<file path="config.mk">
export PLATFORM = sky130hd
export DESIGN_NAME = if_fetch_stage
export DESIGN_NICKNAME = d
export VERILOG_FILES = /design/src/rtl/rv_pipe_pkg.sv /design/src/rtl/if_id_reg.sv /design/src/rtl/if_fetch_stage.sv
export SDC_FILE = /design/constraint.sdc
export NUM_CORES = 1
export LEC_CHECK = 0
export BUFFER_PORTS_ARGS = -buffer_cell sky130_fd_sc_hd__buf_2
export CAP_MARGIN = 30
export CELL_PAD_IN_SITES_DETAIL_PLACEMENT = 0
export CELL_PAD_IN_SITES_GLOBAL_PLACEMENT = 1
export CORE_AREA = 2 2 146 148
export CTS_BUF_LIST = sky130_fd_sc_hd__clkbuf_8
export DETAILED_ROUTE_END_ITERATION = 8
export DIE_AREA = 0 0 148 150
export GPL_TIMING_DRIVEN = 0
export PLACE_DENSITY = 0.88
export SLEW_MARGIN = 30
export SYNTH_ARGS = -nofsm -noshare
export SYNTH_HDL_FRONTEND = slang
export SYNTH_SLANG_ARGS = --single-unit
</file>
<file path="constraint.sdc">
create_clock -name clk -period 2.35 [get_ports clk]
set_clock_uncertainty 0.1 [all_clocks]
set_input_delay 0.1175 -clock clk [delete_from_list [all_inputs] [get_ports clk]]
set_output_delay 0.1175 -clock clk [all_outputs]
set_load 0.02 [all_outputs]
</file>
<file path="src/rtl/rv_pipe_pkg.sv">
// Shared definitions for the RV32I pipeline: datapath width, bubble encoding,
// fetch-stage states and the IF/ID register layout.
package rv_pipe_pkg;

    localparam int          XLEN      = 32;
    localparam logic [31:0] NOP_INSTR = 32'h0000_0013;   // addi x0,x0,0

    typedef enum logic [1:0] {
        S_BOOT    = 2'd0,
        S_FETCH   = 2'd1,
        S_HOLD    = 2'd2,
        S_DISCARD = 2'd3
    } fetch_state_e;

    typedef struct packed {
        logic [XLEN-1:0] pc;
        logic [31:0]     instr;
        logic            valid;
    } if_id_t;

endpackage

</file>
<file path="src/rtl/if_id_reg.sv">
// IF/ID pipeline register. A bubble request wins over a load and turns the
// entry into a NOP with valid cleared; the PC field is left as it was.
module if_id_reg
    import rv_pipe_pkg::*;
(
    input  logic   clk,
    input  logic   rst_n,
    input  logic   load,
    input  logic   bubble,
    input  if_id_t d,
    output if_id_t q
);

    if_id_t reg_q;
    if_id_t reg_d;

    // Select between hold, bubble insertion and a fresh load.
    always_comb begin
        reg_d = reg_q;
        if (bubble) begin
            reg_d.instr = NOP_INSTR;
            reg_d.valid = 1'b0;
        end else if (load) begin
            reg_d = d;
        end
    end

    // Register with asynchronous return to an empty bubble.
    always_ff @(posedge clk or negedge rst_n) begin
        if (!rst_n) begin
            reg_q <= '{pc: '0, instr: NOP_INSTR, valid: 1'b0};
        end else begin
            reg_q <= reg_d;
        end
    end

    assign q = reg_q;

endmodule

</file>
<file path="src/rtl/if_fetch_stage.sv">
// Instruction-fetch stage: PC register, single-outstanding imem handshake,
// one-entry hold buffer and the IF/ID register.
// Optional build macro IF_STALL_PERF_EN adds a saturating stall counter and
// a busy flag for the HOLD/DISCARD states.
module if_fetch_stage
    import rv_pipe_pkg::*;
#(
    parameter logic [XLEN-1:0] RESET_PC = 32'h0000_0000
)(
    input  logic            clk,
    input  logic            rst_n,
    input  logic            PCwrite,
    input  logic            IF_IDwrite,
    input  logic            flush,
    input  logic [XLEN-1:0] branch_target,
    output logic            imem_req,
    output logic [XLEN-1:0] imem_addr,
    input  logic [31:0]     imem_rdata,
    input  logic            imem_valid,
    output logic [XLEN-1:0] IF_ID_pc,
    output logic [31:0]     IF_ID_instr,
    output logic            IF_ID_valid
`ifdef IF_STALL_PERF_EN
    ,
    output logic [31:0]     stall_cycles,
    output logic            stall_fsm_busy
`endif
);

    fetch_state_e    state_q, state_d;
    logic [XLEN-1:0] pc_q, pc_d;
    logic [XLEN-1:0] req_addr_q, req_addr_d;
    if_id_t          hold_q, hold_d;

    logic            advance;
    logic [XLEN-1:0] pc_plus4;
    logic [XLEN-1:0] flush_pc;
    logic            ifid_load;
    logic            ifid_bubble;
    if_id_t          ifid_din;
    if_id_t          ifid_q;

    // A mismatched PCwrite/IF_IDwrite pair is a stall; wrap is natural modulo.
    assign advance  = PCwrite & IF_IDwrite;
    assign pc_plus4 = pc_q + XLEN'(4);
    assign flush_pc = branch_target & ~XLEN'(3);

    // Next-state logic: flush outranks stall, hold and response except in boot.
    always_comb begin
        state_d     = state_q;
        pc_d        = pc_q;
        hold_d      = hold_q;
        req_addr_d  = req_addr_q;
        ifid_load   = 1'b0;
        ifid_bubble = 1'b0;
        ifid_din    = '{pc: pc_q, instr: imem_rdata, valid: 1'b1};

        // The address of an issued request is kept so DISCARD can keep
        // presenting it after pc has moved to the redirect target.
        if (state_q == S_FETCH) begin
            req_addr_d = pc_q;
        end

        case (state_q)
            S_BOOT: begin
                state_d = S_FETCH;
                if (flush) begin
                    pc_d = flush_pc;
                end
            end
            S_FETCH: begin
                if (flush) begin
                    pc_d         = flush_pc;
                    ifid_bubble  = 1'b1;
                    hold_d.valid = 1'b0;
                    state_d      = imem_valid ? S_FETCH : S_DISCARD;
                end else if (imem_valid) begin
                    if (advance) begin
                        ifid_load = 1'b1;
                        pc_d      = pc_plus4;
                    end else begin
                        hold_d  = '{pc: pc_q, instr: imem_rdata, valid: 1'b1};
                        state_d = S_HOLD;
                    end
                end else if (advance) begin
                    ifid_bubble = 1'b1;
                end
            end
            S_HOLD: begin
                if (flush) begin
                    pc_d         = flush_pc;
                    ifid_bubble  = 1'b1;
                    hold_d.valid = 1'b0;
                    state_d      = S_FETCH;
                end else if (advance) begin
                    ifid_load    = 1'b1;
                    ifid_din     = hold_q;
                    hold_d.valid = 1'b0;
                    pc_d         = pc_plus4;
                    state_d      = S_FETCH;
                end
            end
            S_DISCARD: begin
                if (flush) begin
                    pc_d         = flush_pc;
                    ifid_bubble  = 1'b1;
                    hold_d.valid = 1'b0;
                end else begin
                    if (imem_valid) begin
                        state_d = S_FETCH;
                    end
                    if (advance) begin
                        ifid_bubble = 1'b1;
                    end
                end
            end
            default: begin
                state_d = S_BOOT;
            end
        endcase
    end

    // State, PC, request address and hold buffer registers.
    always_ff @(posedge clk or negedge rst_n) begin
        if (!rst_n) begin
            state_q    <= S_BOOT;
            pc_q       <= RESET_PC;
            req_addr_q <= RESET_PC;
            hold_q     <= '{pc: '0, instr: NOP_INSTR, valid: 1'b0};
        end else begin
            state_q    <= state_d;
            pc_q       <= pc_d;
            req_addr_q <= req_addr_d;
            hold_q     <= hold_d;
        end
    end

    if_id_reg u_if_id_reg (
        .clk    (clk),
        .rst_n  (rst_n),
        .load   (ifid_load),
        .bubble (ifid_bubble),
        .d      (ifid_din),
        .q      (ifid_q)
    );

    assign imem_req    = (state_q == S_FETCH) || (state_q == S_DISCARD);
    assign imem_addr   = (state_q == S_DISCARD) ? req_addr_q : pc_q;
    assign IF_ID_pc    = ifid_q.pc;
    assign IF_ID_instr = ifid_q.instr;
    assign IF_ID_valid = ifid_q.valid;

`ifdef IF_STALL_PERF_EN
    logic [31:0] stall_cnt_q, stall_cnt_d;

    // Count stalled, non-flush cycles, sticking at all-ones.
    always_comb begin
        stall_cnt_d = stall_cnt_q;
        if (!advance && !flush && (stall_cnt_q != 32'hFFFF_FFFF)) begin
            stall_cnt_d = stall_cnt_q + 32'd1;
        end
    end

    // Stall counter register.
    always_ff @(posedge clk or negedge rst_n) begin
        if (!rst_n) begin
            stall_cnt_q <= 32'd0;
        end else begin
            stall_cnt_q <= stall_cnt_d;
        end
    end

    assign stall_cycles   = stall_cnt_q;
    assign stall_fsm_busy = (state_q == S_HOLD) || (state_q == S_DISCARD);
`endif

endmodule

</file>
* Word level (Yosys, flattened, before mapping)
Cells that the tools add are included.
Storage, ports and cells: flip-flop bits (word level) 196, input bits 70, output and inout port bits 98, logic and storage cells 70
Cells by class: add/subtract/negate cells 1, eq/ne operators 10, muxes and demuxes 37, bitwise operators 3, reductions and logical operators 10
Operators by type and width (count):
- $mux 65 | 3
- $mux 32 | 6
- $pmux 32 s3 | 1
- $mux 33 | 2
- $add 32x3->32 const B | 1
- $mux 2 | 8
- $mux 1 | 13
- $ne 3x3->1 const B | 3
- $pmux 2 s4 | 1
- $ne 2x2->1 const B | 3
- $pmux 1 s3 | 2
- $reduce_and 5->1 | 1
- $eq 2x2->1 const B | 2
- $reduce_and 2->1 | 2
- $reduce_and 4->1 | 1
- $reduce_and 3->1 | 1
- $reduce_bool 3->1 | 1
- $eq 2x1->1 const B | 1
- $logic_not 2->1 | 1
- $ne 2x1->1 const B | 1
- $not 1->1 | 2
- $pmux 1 s2 | 1
- $reduce_bool 2->1 | 1
- $reduce_or 2->1 | 1
- 2 further kinds | 2

* Logic depth before layout (Yosys ltp)
Gate-level depths: netlist of the first run.
word-level depth 7, gate-level depth with buffers 9, mapped depth without buffers 7

* Cells and area by module
A second synthesis of the first run with hierarchy kept.
Second synthesis, totals: cells, all modules 794, area, all modules 9694.3 um2
Modules (own cells, without submodules):
- if_fetch_stage | times used 1, cells an instance 618, area an instance 7031.7 um2, seq. area each 3181.8 um2
- if_id_reg | times used 1, cells an instance 176, area an instance 2662.6 um2, seq. area each 1630.3 um2

* Least setup slack after synthesis of the first run
No wires, ideal clock.
path kind register -> register, start point reg state_q[1], end point reg u_if_id_reg.reg_q, in the netlist u_if_id_reg.q[35], library setup time 0.125 ns, arrival time 1.863 ns, data required time 2.125 ns, slack 0.263 ns, cell stages (with the launch flop) 8, buffers on the path 1, clock period less this slack 2.087 ns, cells stage by stage dfrtp_1 -> inv_1 -> ha_1 -> nand2_1 -> or3_1 -> nor2_1 -> buf_2 -> mux2_2
Between the ends: cells in the longest elaborated chain, start to end 4, elaborated cells on any way between the ends 8, classes of those cells 3 x eq/ne; 3 x mux; 1 x bitwise; 1 x reduce/logical
RTL lines:
- from (decl) | line if_fetch_stage.sv:30 | fetch_state_e state_q, state_d;
- from (signal assigned) | line if_fetch_stage.sv:131 | state_q <= state_d;
- $eq 2x2->1 or $eq 2x1->1 (tied branches) | line if_fetch_stage.sv:64 | case (state_q)
- $pmux 1 s3 | line if_fetch_stage.sv:64
- $not 1->1 (no source line)
- $reduce_and 2->1 (no source line)
- to (signal assigned) | line if_id_reg.sv:31 | reg_q <= '{pc: '0, instr: NOP_INSTR, valid: 1'b0};
- to (signal assigned) | line if_id_reg.sv:33 | reg_q <= reg_d;
- to (decl) | line if_id_reg.sv:14 | if_id_t reg_q;
Parallel ways exist; a longest one is shown, timed or not. A chain may end at the register's enable or synchronous reset.

* Worst setup path after layout of the first run
start point reg state_q[1], end point reg u_if_id_reg.reg_q, in the netlist u_if_id_reg.q[39]
The elaborated chain is that of the path after synthesis.

==> results of run 1 <==
==> through the flow <==
| step | worst slack [ps] | hold WS [ps] | setup TNS [ps] |
|---|---|---|---|
| after floorplan | 263 | -278 | 0 |
| after global placement | -2130 | 255 | -416340 |
| after detailed placement | -487 | -25.1 | -20460 |
| after CTS | 10.8 | 30.3 | 0 |
| after global routing | -9.09 | 87.3 | -19.9 |
| final | 58.0 | 64.2 | 0 |
==> metal layers <==
layer | GRT usage [%] | up-vias
li1 | - | 3369
met1 | 29.7 | 3605
met2 | 35.3 | 261
met3 | 4.36 | 26
met4 | 5.76 | 0
met5 | 0 | -
==> final timing paths <==
kind | cells past startpoint | slack, ps | to | startpoint
worst min register to register | 2 | 400 | hold_q[37] | hold_q[37]
worst max register to register | 8 | 60 | u_if_id_reg.q[39] | state_q[1]
worst max-delay path | 8 | 60 | u_if_id_reg.q[39] | state_q[1]
min in group clk | 3 | 90 | hold_q[34] | flush
max in group asynchronous | 4 | 1020 | hold_q[63] | rst_n
worst min-delay path | 2 | 60 | u_if_id_reg.q[31] | rst_n
==> logic make-up after synthesis <==
logic type / Yosys count
multiplexers: 217
AO/OA/AOI/OAI: 131
AND/OR/NAND/NOR: 159
buffers and inverters: 81
adder cells (fa/ha/maj): 5
other: 1
flip-flops: 192
XOR/XNOR: 1
==> worst register-to-register path: cells and delay by family, from the launching register on <==
| kind | cells | cell delay, ps |
|---|---|---|
| simple gates | 3 | 590 |
| buf+inv | 3 | 410 |
| flops | 1 | 400 |
| mux | 1 | 350 |
| fa+ha+maj | 1 | 320 |
==> what timing repair did <==
item	CTS	global route
setup buffers	0	8
endpoints found under the hold margin	219	0
gates cloned	0	2
hold buffers	64	0
resized for setup	40	55
pin swaps	2	5
endpoints found under the setup margin	122	118
==> sequential cells by signal, summed over array words and instances, names as in the netlist <==
name,count
hold_q,65
pc_q,30
req_addr_q,30
state_q,2
u_if_id_reg.q,65
==> power by group <==
group | switching, mW | total [mW] | internal (mW) | leakage [nW]
registers | 0.791 | 5.53 | 4.74 | 2.33
clock network | 1.21 | 2.54 | 1.33 | 0.236
logic | 3.83 | 6.98 | 3.14 | 2.99
total | 5.83 | 15.0 | 9.22 | 5.55
==> final cells by class <==
type                       instances  area, µm²
buffer                            68        415
clock buffer                      19        262
clock inverter                    12        204
fill                            1794       8690
inverter                          12       45.0
multi-input combinational        515       4280
sequential                       192       4820
tap                              275        344
timing repair buffer             239       1640
==> cell usage after synthesis (all sizes together) (2+ instances only) <==
cell type and number:
a211o 3, a211oi 31, a21o 2, a21oi 28, a221oi 2, a22oi 3, a311oi 4, a31oi 4
a41oi 4, and2 2, and3 6, buf 31, clkbuf 38, dfrtp 186, dfstp 6, ha 5
inv 12, mux2 181, mux2i 36, nand2 33, nand3 21, nand4 8, nor2 59, nor2b 2
nor3 8, nor4 6, o211ai 5, o21ai 19, o22a 3, o22ai 8, o32ai 4, o41ai 3
or2 4, or3 5
==> run_results.csv, run 1 <==
group,metric,value,unit
outcome,outcome,"finished, final reports clean",
timing,drv_slew,0,
worst_setup_path,path_class,"reg2reg",
worst_setup_path,critPathBufInv,3,
final_layout,stdcell_count,1332,
worst_hold_path,hold_class,"in2async",
synthesis,synth_xor_area_share,0.0939,%
placement,dp_cells,1228,
timing,worstMarginPinSlew,617,ps
route,drt-met1-wl,10800,µm
synthesis,synth_compound_area_share,9.55,%
synthesis,syn_area,9330,µm²
global_routing,gr-total-overflow,0,
power,leakage,5.55,nW
final_layout,final_util,58.0,%
synthesis,ys_types,57,
synthesis,synthFlopType,"dfrtp_1",
route,first_iter_violations,538,
power,cellPowerDensity,1250,nW/µm²
global_routing,antenna_found_initial,0,
cts,htreeDepth,4,
final_layout,n_antenna_cell,0,
route,postRouteAntennaNets,0,
final_layout,area_delta_synth_final,28.6,%
route,vias,7261,
worst_setup_path,cp.required,2590,ps
route,viasPerCell,5.45,
cts,cts_sinks,192,
floorplan,die-area,22200,µm²
worst_setup_path,crit_path_top_delay_cell,"dfrtp_1",
floorplan,fp.coreArea,20700,µm²
synthesis,synth_top_cell_area_share,49.9,%
final_layout,layout_common_cells,"183 x dfrtp_1, 181 x mux2_2, 178 x buf_2",
worst_setup_path,endpoint_kind,"register",
placement,dpl-instance-area,10600,µm²
worst_setup_path,arrival,2530,ps
synthesis,synth_edf_count,0,
final_layout,drive_gt1_share,44.7,%
placement,io_buffers,163,
route,drt_first_pass_iters,5,
route,wl_met2,11500,µm
worst_setup_path,worstPathCellList,"inv_1 > ha_4 > nand2_1 > or3_4 > nor2_4 > buf_12 > buf_8 > mux2_2",
cts,cts_root_buf,"clkbuf_8",
timing,period_needed,2290,ps
global_routing,grt_max_degree,71,
synthesis,synth_area_leaders,"dfrtp_1 50%, mux2_2 22%, mux2i_1 3.9%",
synthesis,ys_ff_latch,192,
cts,cts_tree,"yes",
worst_setup_path,cp_max_fo,10,
synthesis,syn-mean-instance-area,11.9,µm²
cts,clk_latency,470,ps
global_routing,grt_pass1_vias,7066,
placement,dp_hpwl,16500,µm
floorplan,rows,53,
timing,report.final.setup_viol,0,
final_layout,fin_nets,1120,
cts,cts_buffers,17,
floorplan,top_level_ports,168,
final_layout,mostFrequentLayoutCell,"dfrtp_1",
job,cap_violations,0,
timing,final_hold_viol_count,0,
worst_setup_path,cpPeakStageDelay,400,ps
route,post-route-drc-count,0,
worst_setup_path,critPathTopFamily,"simple AND/OR/NAND/NOR gates",
power,power,15.0,mW
synthesis,async_flop_share,100,%
synthesis,synthCells,787,
route,highest_layer,"met4",
synthesis,synth_top_family_by_area,"multiplexers",
route,totalWireLength,24100,µm
synthesis,yosys_warnings,0,
timing,min_period_over_period,97.5,%
floorplan,die_y,150,µm
synthesis,synth_top_area_cell,"dfrtp_1",
floorplan,initial_core_util,45.1,%
cts,clkTransAtPathRegs,100,ps
synthesis,muxShareOfSynthArea,25.7,%
timing,fmax,436,MHz
floorplan,die_width,148,µm
route,dr_wl_met3,1480,µm
timing,relSlewSlack,58.9,%
route,avgRoutedWirePerCell,18.1,µm
synthesis,synth_seq_area_share,51.6,%
synthesis,synthSimpleGateAreaFrac,8.50,%
placement,place.gp.congestion,0.849,
power,ir_worst_vdd,0.000699,V
cts,clock_path_buffers,2,
worst_setup_path,cp-start-kind,"register",
global_routing,grt_util_all_layers,21.7,%
final_layout,stdcell_area,12000,µm²
global_routing,grt_pass1_wl,37700,µm
synthesis,synthAdderAreaFrac,0.670,%
No activity file was read; power rests on OpenSTA's default activity.
==> inputs of run 2 (changes only) <==
--- a/config.mk
+++ b/config.mk
@@ -5,14 +5,15 @@
 export SDC_FILE = /design/constraint.sdc
 export NUM_CORES = 1
 export LEC_CHECK = 0
+export ABC_AREA = 1
 export BUFFER_PORTS_ARGS = -buffer_cell sky130_fd_sc_hd__buf_2
 export CAP_MARGIN = 30
 export CELL_PAD_IN_SITES_DETAIL_PLACEMENT = 0
 export CELL_PAD_IN_SITES_GLOBAL_PLACEMENT = 1
-export CORE_AREA = 2 2 146 148
+export CORE_AREA = 2 2 153 155
 export CTS_BUF_LIST = sky130_fd_sc_hd__clkbuf_8
 export DETAILED_ROUTE_END_ITERATION = 8
-export DIE_AREA = 0 0 148 150
+export DIE_AREA = 0 0 155 157
 export GPL_TIMING_DRIVEN = 0
 export PLACE_DENSITY = 0.88
 export SLEW_MARGIN = 30
==> run 2 against run 1 <==
  * Hold slack got worse by 13 ps
  * Clock-buffer cell count shrank 1
  * Total power down 0.50%
  * Sequential share of layout area increased by 0.85 points
  * Sequential power grew 3%
  * Area after synthesis up 0.35%
  * Routed wire length grew 15%
  * Clock power is 9.1% lower
  * Die area up 9.6%
==> run_results.csv, run 2 <==
group,metric,value,unit
outcome,outcome,"finished, final reports clean",
global_routing,grt_pass1_vias,8478,
synthesis,synth_top_cell_area_share,49.7,%
floorplan,initial_core_util,41.6,%
synthesis,syn_area,9360,µm²
final_layout,n_antenna_cell,0,
worst_setup_path,rr_worst_depth,7,
timing,fmax,442,MHz
placement,dp_hpwl,20200,µm
power,power,15.0,mW
timing,grt_setup_unrepaired,"yes",
cts,cts_tree,"yes",
global_routing,grt_max_degree,85,
synthesis,synthCells,1216,
final_layout,stdcell_count,1766,
route,avgRoutedWirePerCell,15.7,µm
synthesis,ys_types,34,
floorplan,fp.coreArea,22500,µm²
worst_setup_path,cpPeakStageDelay,430,ps
worst_setup_path,path_class,"reg2out",
placement,dp_cells,1667,
synthesis,synth_seq_area_share,51.4,%
worst_setup_path,ff2ff_setup_slack,170,ps
route,viasPerCell,5.03,
final_layout,mostFrequentLayoutCell,"nand2_1",
worst_hold_path,hold_class,"in2reg",
timing,drv_slew,0,
worst_setup_path,endpoint_kind,"primary output",
global_routing,grt_pass1_wl,43900,µm
route,post-route-drc-count,0,
synthesis,async_flop_share,100,%
placement,io_buffers,163,
worst_hold_path,hold_depth,4,
cts,clock_path_buffers,2,
final_layout,final_util,52.2,%
final_layout,area_delta_synth_final,25.4,%
worst_setup_path,crit_path_top_delay_cell,"dfrtp_1",
worst_setup_path,worstPathCellList,"ha_1 > buf_2 > clkbuf_2 > o21ai_0 > buf_2",
synthesis,synth_top_area_cell,"dfrtp_1",
route,vias,8876,
cts,htreeDepth,4,
timing,final_hold_viol_count,0,
worst_hold_path,hold_start,"IF_IDwrite",
power,cellPowerDensity,1270,nW/µm²
power,leakage,5.90,nW
global_routing,antenna_found_initial,0,
synthesis,yosysMostFrequentCell,"nand2_1",
worst_setup_path,r2r-end,"hold_q[18]",
worst_setup_path,cp-start-kind,"register",
worst_setup_path,reg2reg_from,"state_q[1]",
floorplan,die_y,157,µm
cts,cts_sinks,192,
timing,relSlewSlack,60.8,%
floorplan,rows,55,
worst_setup_path,critPathTopFamily,"buffers and inverters",
global_routing,grt_util_all_layers,23.2,%
timing,min_period_over_period,96.2,%
timing,period_needed,2260,ps
route,first_iter_violations,707,
global_routing,gr-total-overflow,0,
worst_setup_path,cp_common_cell,"buf_2",
timing,worstMarginPinSlew,589,ps
cts,cts_root_buf,"clkbuf_8",
worst_setup_path,cp_max_fo,10,
timing,hold_slack,50.7,ps
floorplan,die-area,24300,µm²
final_layout,drive_gt1_share,19.4,%
final_layout,fin_nets,1543,
synthesis,synth_edf_count,0,
placement,preCtsSetupSlack,-190,ps
cts,cts_buffers,17,
route,postRouteAntennaNets,0,
worst_setup_path,arrival,2040,ps
power,ir_worst_vdd,0.000605,V
worst_setup_path,cp.required,2130,ps
cts,clk_latency,480,ps
timing,fin_ws,89.7,ps
worst_setup_path,critPathBufInv,3,
timing,report.final.setup_viol,0,
synthesis,synthTopCellsByCount,"409 x nand2_1, 186 x dfrtp_1, 135 x nor2_1",
job,cap_violations,0,
synthesis,ys_ff_latch,192,
synthesis,synth_area_leaders,"dfrtp_1 50%, nand2_1 16%, o21ai_0 6.8%",
floorplan,die_width,155,µm
placement,place.gp.congestion,0.956,
synthesis,syn-mean-instance-area,7.70,µm²
route,drt_first_pass_iters,5,
cts,clkTransAtPathRegs,100,ps
floorplan,top_level_ports,168,
worst_hold_path,hold_end,"u_if_id_reg.q[0]",
route,totalWireLength,27700,µm
synthesis,yosys_warnings,0,
synthesis,synthFlopType,"dfrtp_1",
final_layout,layout_common_cells,"409 x nand2_1, 186 x dfrtp_1, 184 x buf_2",
[run 2: cell types whose count changed in the layout (fill, tap and decap cells not counted), moves of 37 or more]
cell     previous run  this run
mux2_2            181        16
o21ai_1             1        50
nand2_1            33       409
nand3_1            19        56
inv_1              11        72
nor2_1             57       134
o21ai_0            18       119
[run 2: cell type report]
cell class,count,area (µm²)
clock inverter,14,170
fill,2163,10800
clock buffer,18,248
timing repair buffer,233,1570
inverter,79,297
tap,285,357
sequential,192,4810
buffer,65,367
multi-input combinational,880,3930
[run 2: cell families (layout without fill, tap and decap cells)]
logic type               after synthesis  after routing  share of synthesized area, %
adder cells (fa/ha/maj)                5              5                         0.668
flip-flops                           192            192                          51.4
multiplexers                          16             16                          1.92
XOR/XNOR                               2              2                         0.187
AND/OR/NAND/NOR                      611            611                          25.5
AO/OA/AOI/OAI                        244            244                          13.4
buffers and inverters                145            409                          6.89
other                                  1              2                        0.0400
[run 2: worst max path at each step]
| stage | start | end | slack, ps | depth (start not counted) |
|---|---|---|---|---|
| detailed placement | state_q[0] | pc_q[2] | -190 | 10 |
| floorplan | state_q[0] | pc_q[13] | 510 | 10 |
| global route | state_q[0] | imem_addr[14] | -10 | 5 |
| global placement | rst_n | pc_q[30] | -2210 | 1 |
| finish | state_q[0] | imem_addr[14] | 90 | 5 |
| CTS | state_q[0] | imem_addr[18] | -30 | 5 |
[run 2: metrics by stage]
stage               setup TNS, ps  instance area, µm²
floorplan                       0                9370
global placement          -417240               10500
detailed placement          -2360               10600
CTS                          -174               11700
global route                -12.3               11700
finish                          0               11700
[run 2: power breakdown]
group	switching, mW	leakage (nW)	total [mW]	internal [mW]
sequential	0.903	2.36	5.67	4.76
clock	1.30	0.207	2.31	1.01
combinational	4.71	3.32	6.99	2.28
[run 2: what timing repair did]
action | CTS | global route
setup endpoints to repair | 37 | 100
gates cloned | 0 | 0
hold buffers | 66 | 0
buffers inserted | 0 | 2
pin swaps | 0 | 1
endpoints found under the hold margin | 284 | 0
resized for setup | 3 | 37
[run 2: metal layers]
metal  vias up  routed length [µm]  global-route usage, %
met3        36                1520                   3.39
met2       283               13100                   38.5
met5         -                   0                      0
li1       4397                   -                      -
met4         0                 609                   8.20
met1      4160               12500                   31.1
[run 2: worst reg2reg max path, delay by kind of cell, from the launching register on]
kind,cells,cell delay (ps)
DFF,1,410
adders and majority gates,1,210
muxes,1,350
and+or+nand+nor,2,380
buffers and inverters,3,620
==> inputs of run 3 (changes only) <==
--- a/config.mk
+++ b/config.mk
@@ -10,13 +10,14 @@
 export CAP_MARGIN = 30
 export CELL_PAD_IN_SITES_DETAIL_PLACEMENT = 0
 export CELL_PAD_IN_SITES_GLOBAL_PLACEMENT = 1
-export CORE_AREA = 2 2 153 155
+export CORE_AREA = 2 2 157 159
 export CTS_BUF_LIST = sky130_fd_sc_hd__clkbuf_8
 export DETAILED_ROUTE_END_ITERATION = 8
-export DIE_AREA = 0 0 155 157
+export DIE_AREA = 0 0 159 161
 export GPL_TIMING_DRIVEN = 0
 export PLACE_DENSITY = 0.88
 export SLEW_MARGIN = 30
 export SYNTH_ARGS = -nofsm -noshare
 export SYNTH_HDL_FRONTEND = slang
+export SYNTH_HIERARCHICAL = 1
 export SYNTH_SLANG_ARGS = --single-unit
==> run 3 against run 2 <==
  * Clock-buffer cell count stayed put
  * Total power is 2.4% higher
  * Global-route usage is 0.65 points lower
  * Via count is 5.8% higher
  * Sequential power is 2% lower
  * Clock power hardly changed
  * Die area is 5.2% higher
==> run_results.csv, run 3 <==
group,metric,value,unit
cts,htreeDepth,4,
worst_setup_path,rr_worst_depth,11,
placement,dp_hpwl,21200,µm
cts,cts_root_buf,"clkbuf_8",
floorplan,rows,57,
synthesis,ys_types,35,
timing,hold_slack,56.2,ps
placement,place.gp.congestion,0.919,
power,ir_worst_vdd,0.000624,V
timing,fmax,455,MHz
final_layout,mostFrequentLayoutCell,"nand2_1",
floorplan,die-area,25600,µm²
worst_setup_path,cp-start-kind,"register",
synthesis,synthSimpleGateAreaFrac,28.4,%
synthesis,synth_seq_area_share,48.6,%
global_routing,antenna_found_initial,0,
cts,cts_sinks,192,
timing,worstMarginPinSlew,558,ps
cts,cts_buffers,17,
global_routing,grt_pass1_vias,8918,
worst_hold_path,hold_class,"in2async",
timing,final_hold_viol_count,0,
global_routing,grt_pass1_wl,46500,µm
global_routing,grt_util_all_layers,22.5,%
final_layout,layout_common_cells,"472 x nand2_1, 186 x dfrtp_1, 184 x buf_2",
worst_setup_path,reg2reg_from,"state_q[0]",
synthesis,synth_top_area_cell,"dfrtp_1",
worst_setup_path,arrival,1980,ps
synthesis,synth_top_cell_area_share,47.0,%
job,cap_violations,0,
synthesis,synth_compound_area_share,12.5,%
timing,period_needed,2200,ps
final_layout,fin_nets,1670,
synthesis,synthAdderAreaFrac,0.632,%
synthesis,yosys_warnings,6,
timing,grt_setup_unrepaired,"no",
timing,drv_slew,0,
route,vias,9389,
floorplan,top_level_ports,168,
worst_setup_path,ff2ff_setup_slack,240,ps
synthesis,synthTopCellsByCount,"473 x nand2_1, 186 x dfrtp_1, 176 x o21ai_0",
global_routing,grt_max_degree,73,
worst_setup_path,r2r-end,"pc_q[23]",
cts,cts_tree,"yes",
route,first_iter_violations,610,
cts,clk_latency,480,ps
synthesis,syn_area,9900,µm²
timing,report.final.setup_viol,0,
global_routing,gr-total-overflow,0,
synthesis,async_flop_share,100,%
floorplan,die_width,159,µm
floorplan,fp.coreArea,24000,µm²
cts,clkTransAtPathRegs,120,ps
worst_setup_path,cp.required,2130,ps
route,post-route-drc-count,0,
timing,min_period_over_period,93.4,%
route,totalWireLength,28500,µm
timing,relSlewSlack,62.8,%
cts,clock_path_buffers,2,
route,drt_first_pass_iters,7,
power,cellPowerDensity,1240,nW/µm²
power,power,15.3,mW
floorplan,initial_core_util,41.3,%
power,leakage,6.51,nW
final_layout,n_antenna_cell,0,
synthesis,synthFlopType,"dfrtp_1",
worst_setup_path,cp_max_fo,10,
final_layout,area_delta_synth_final,24.7,%
synthesis,synthCells,1343,
route,postRouteAntennaNets,0,
synthesis,yosysMostFrequentCell,"nand2_1",
synthesis,muxShareOfSynthArea,0,%
synthesis,syn-mean-instance-area,7.37,µm²
outcome,outcome,"finished, final reports clean",
synthesis,ys_ff_latch,192,
synthesis,synth_top_family_by_area,"simple AND/OR/NAND/NOR gates",
synthesis,synth_xor_area_share,0.177,%
placement,io_buffers,163,
synthesis,synth_area_leaders,"dfrtp_1 47%, nand2_1 18%, o21ai_0 8.9%",
worst_setup_path,endpoint_kind,"primary output",
worst_setup_path,path_class,"reg2out",
floorplan,die_y,161,µm
timing,setup_tns,0,ps
synthesis,synth_edf_count,0,
final_layout,drive_gt1_share,19.7,%
route,viasPerCell,4.86,
route,avgRoutedWirePerCell,14.7,µm
-- run 3: metrics by stage --
| step | cells | instance area, µm² | setup slack (ps) | utilization [%] |
|---|---|---|---|---|
| 2_1_floorplan | 1344 | 9910 | 162 | - |
| 3_3_place_gp | 1831 | 11100 | -2240 | 46.4 |
| 3_5_place_dp | 1833 | 11200 | -262 | 46.7 |
| 4_1_cts | 1930 | 12300 | 0.152 | 51.3 |
| 5_1_grt | 1932 | 12300 | 41.3 | 51.5 |
| 6_report | 1932 | 12300 | 154 | 51.5 |
-- run 3: area by class of cell --
class | instances | area [µm²]
Buffer | 69 | 413
Clock buffer | 18 | 248
Clock inverter | 14 | 163
Fill cell | 2421 | 11600
Inverter | 155 | 583
Multi-Input combinational cell | 926 | 4160
Sequential cell | 192 | 4810
Tap cell | 324 | 405
Timing Repair Buffer | 234 | 1560
-- run 3: kinds of logic (layout without fill, tap and decap cells) --
family                   count (synthesis)  count (layout)
AO/OA/AOI/OAI                          233             233
XOR/XNOR                                 2               2
adder cells (fa/ha/maj)                  5               5
buffers and inverters                  226             490
flip-flops                             192             192
other                                    1               2
AND/OR/NAND/NOR                        684             684
-- run 3: critical path, cell delays in order (launching register included) --
cell      delay (ps)
dfrtp_1          430
ha_2             250
clkbuf_2         200
o21ai_0          390
buf_2            240
-- run 3: worst max path at each step --
| stage | start | endpoint | slack (ps) |
|---|---|---|---|
| 5_1_grt | state_q[1] | u_if_id_reg/q[52] | 40 |
| 2_1_floorplan | state_q[1] | u_if_id_reg/q[40] | 160 |
| 4_1_cts | state_q[0] | u_if_id_reg/q[53] | 0.2 |
| 3_5_place_dp | state_q[0] | u_if_id_reg/q[17] | -260 |
| 3_3_place_gp | rst_n | pc_q[25] | -2240 |
| 6_report | state_q[1] | imem_addr[20] | 150 |
-- run 3: power breakdown --
group,switching (mW),internal [mW]
clock network,1.36,0.930
registers,0.841,4.74
logic,5.12,2.34
-- run 3: routing by layer --
metal | up-vias | global-route usage [%] | share of wire (%)
met5 | - | 0 | 0
met4 | 0 | 5.33 | 1.2
met3 | 21 | 3.24 | 4.2
met2 | 260 | 38.0 | 48
met1 | 4399 | 30.9 | 46
li1 | 4709 | - | -
-- run 3: repair_timing --
item,in CTS,in global routing
setup endpoints to repair,91,75
setup buffers,0,3
resized for setup,11,26
endpoints found under the hold margin,283,0
pin swaps,0,2
hold buffers,66,0
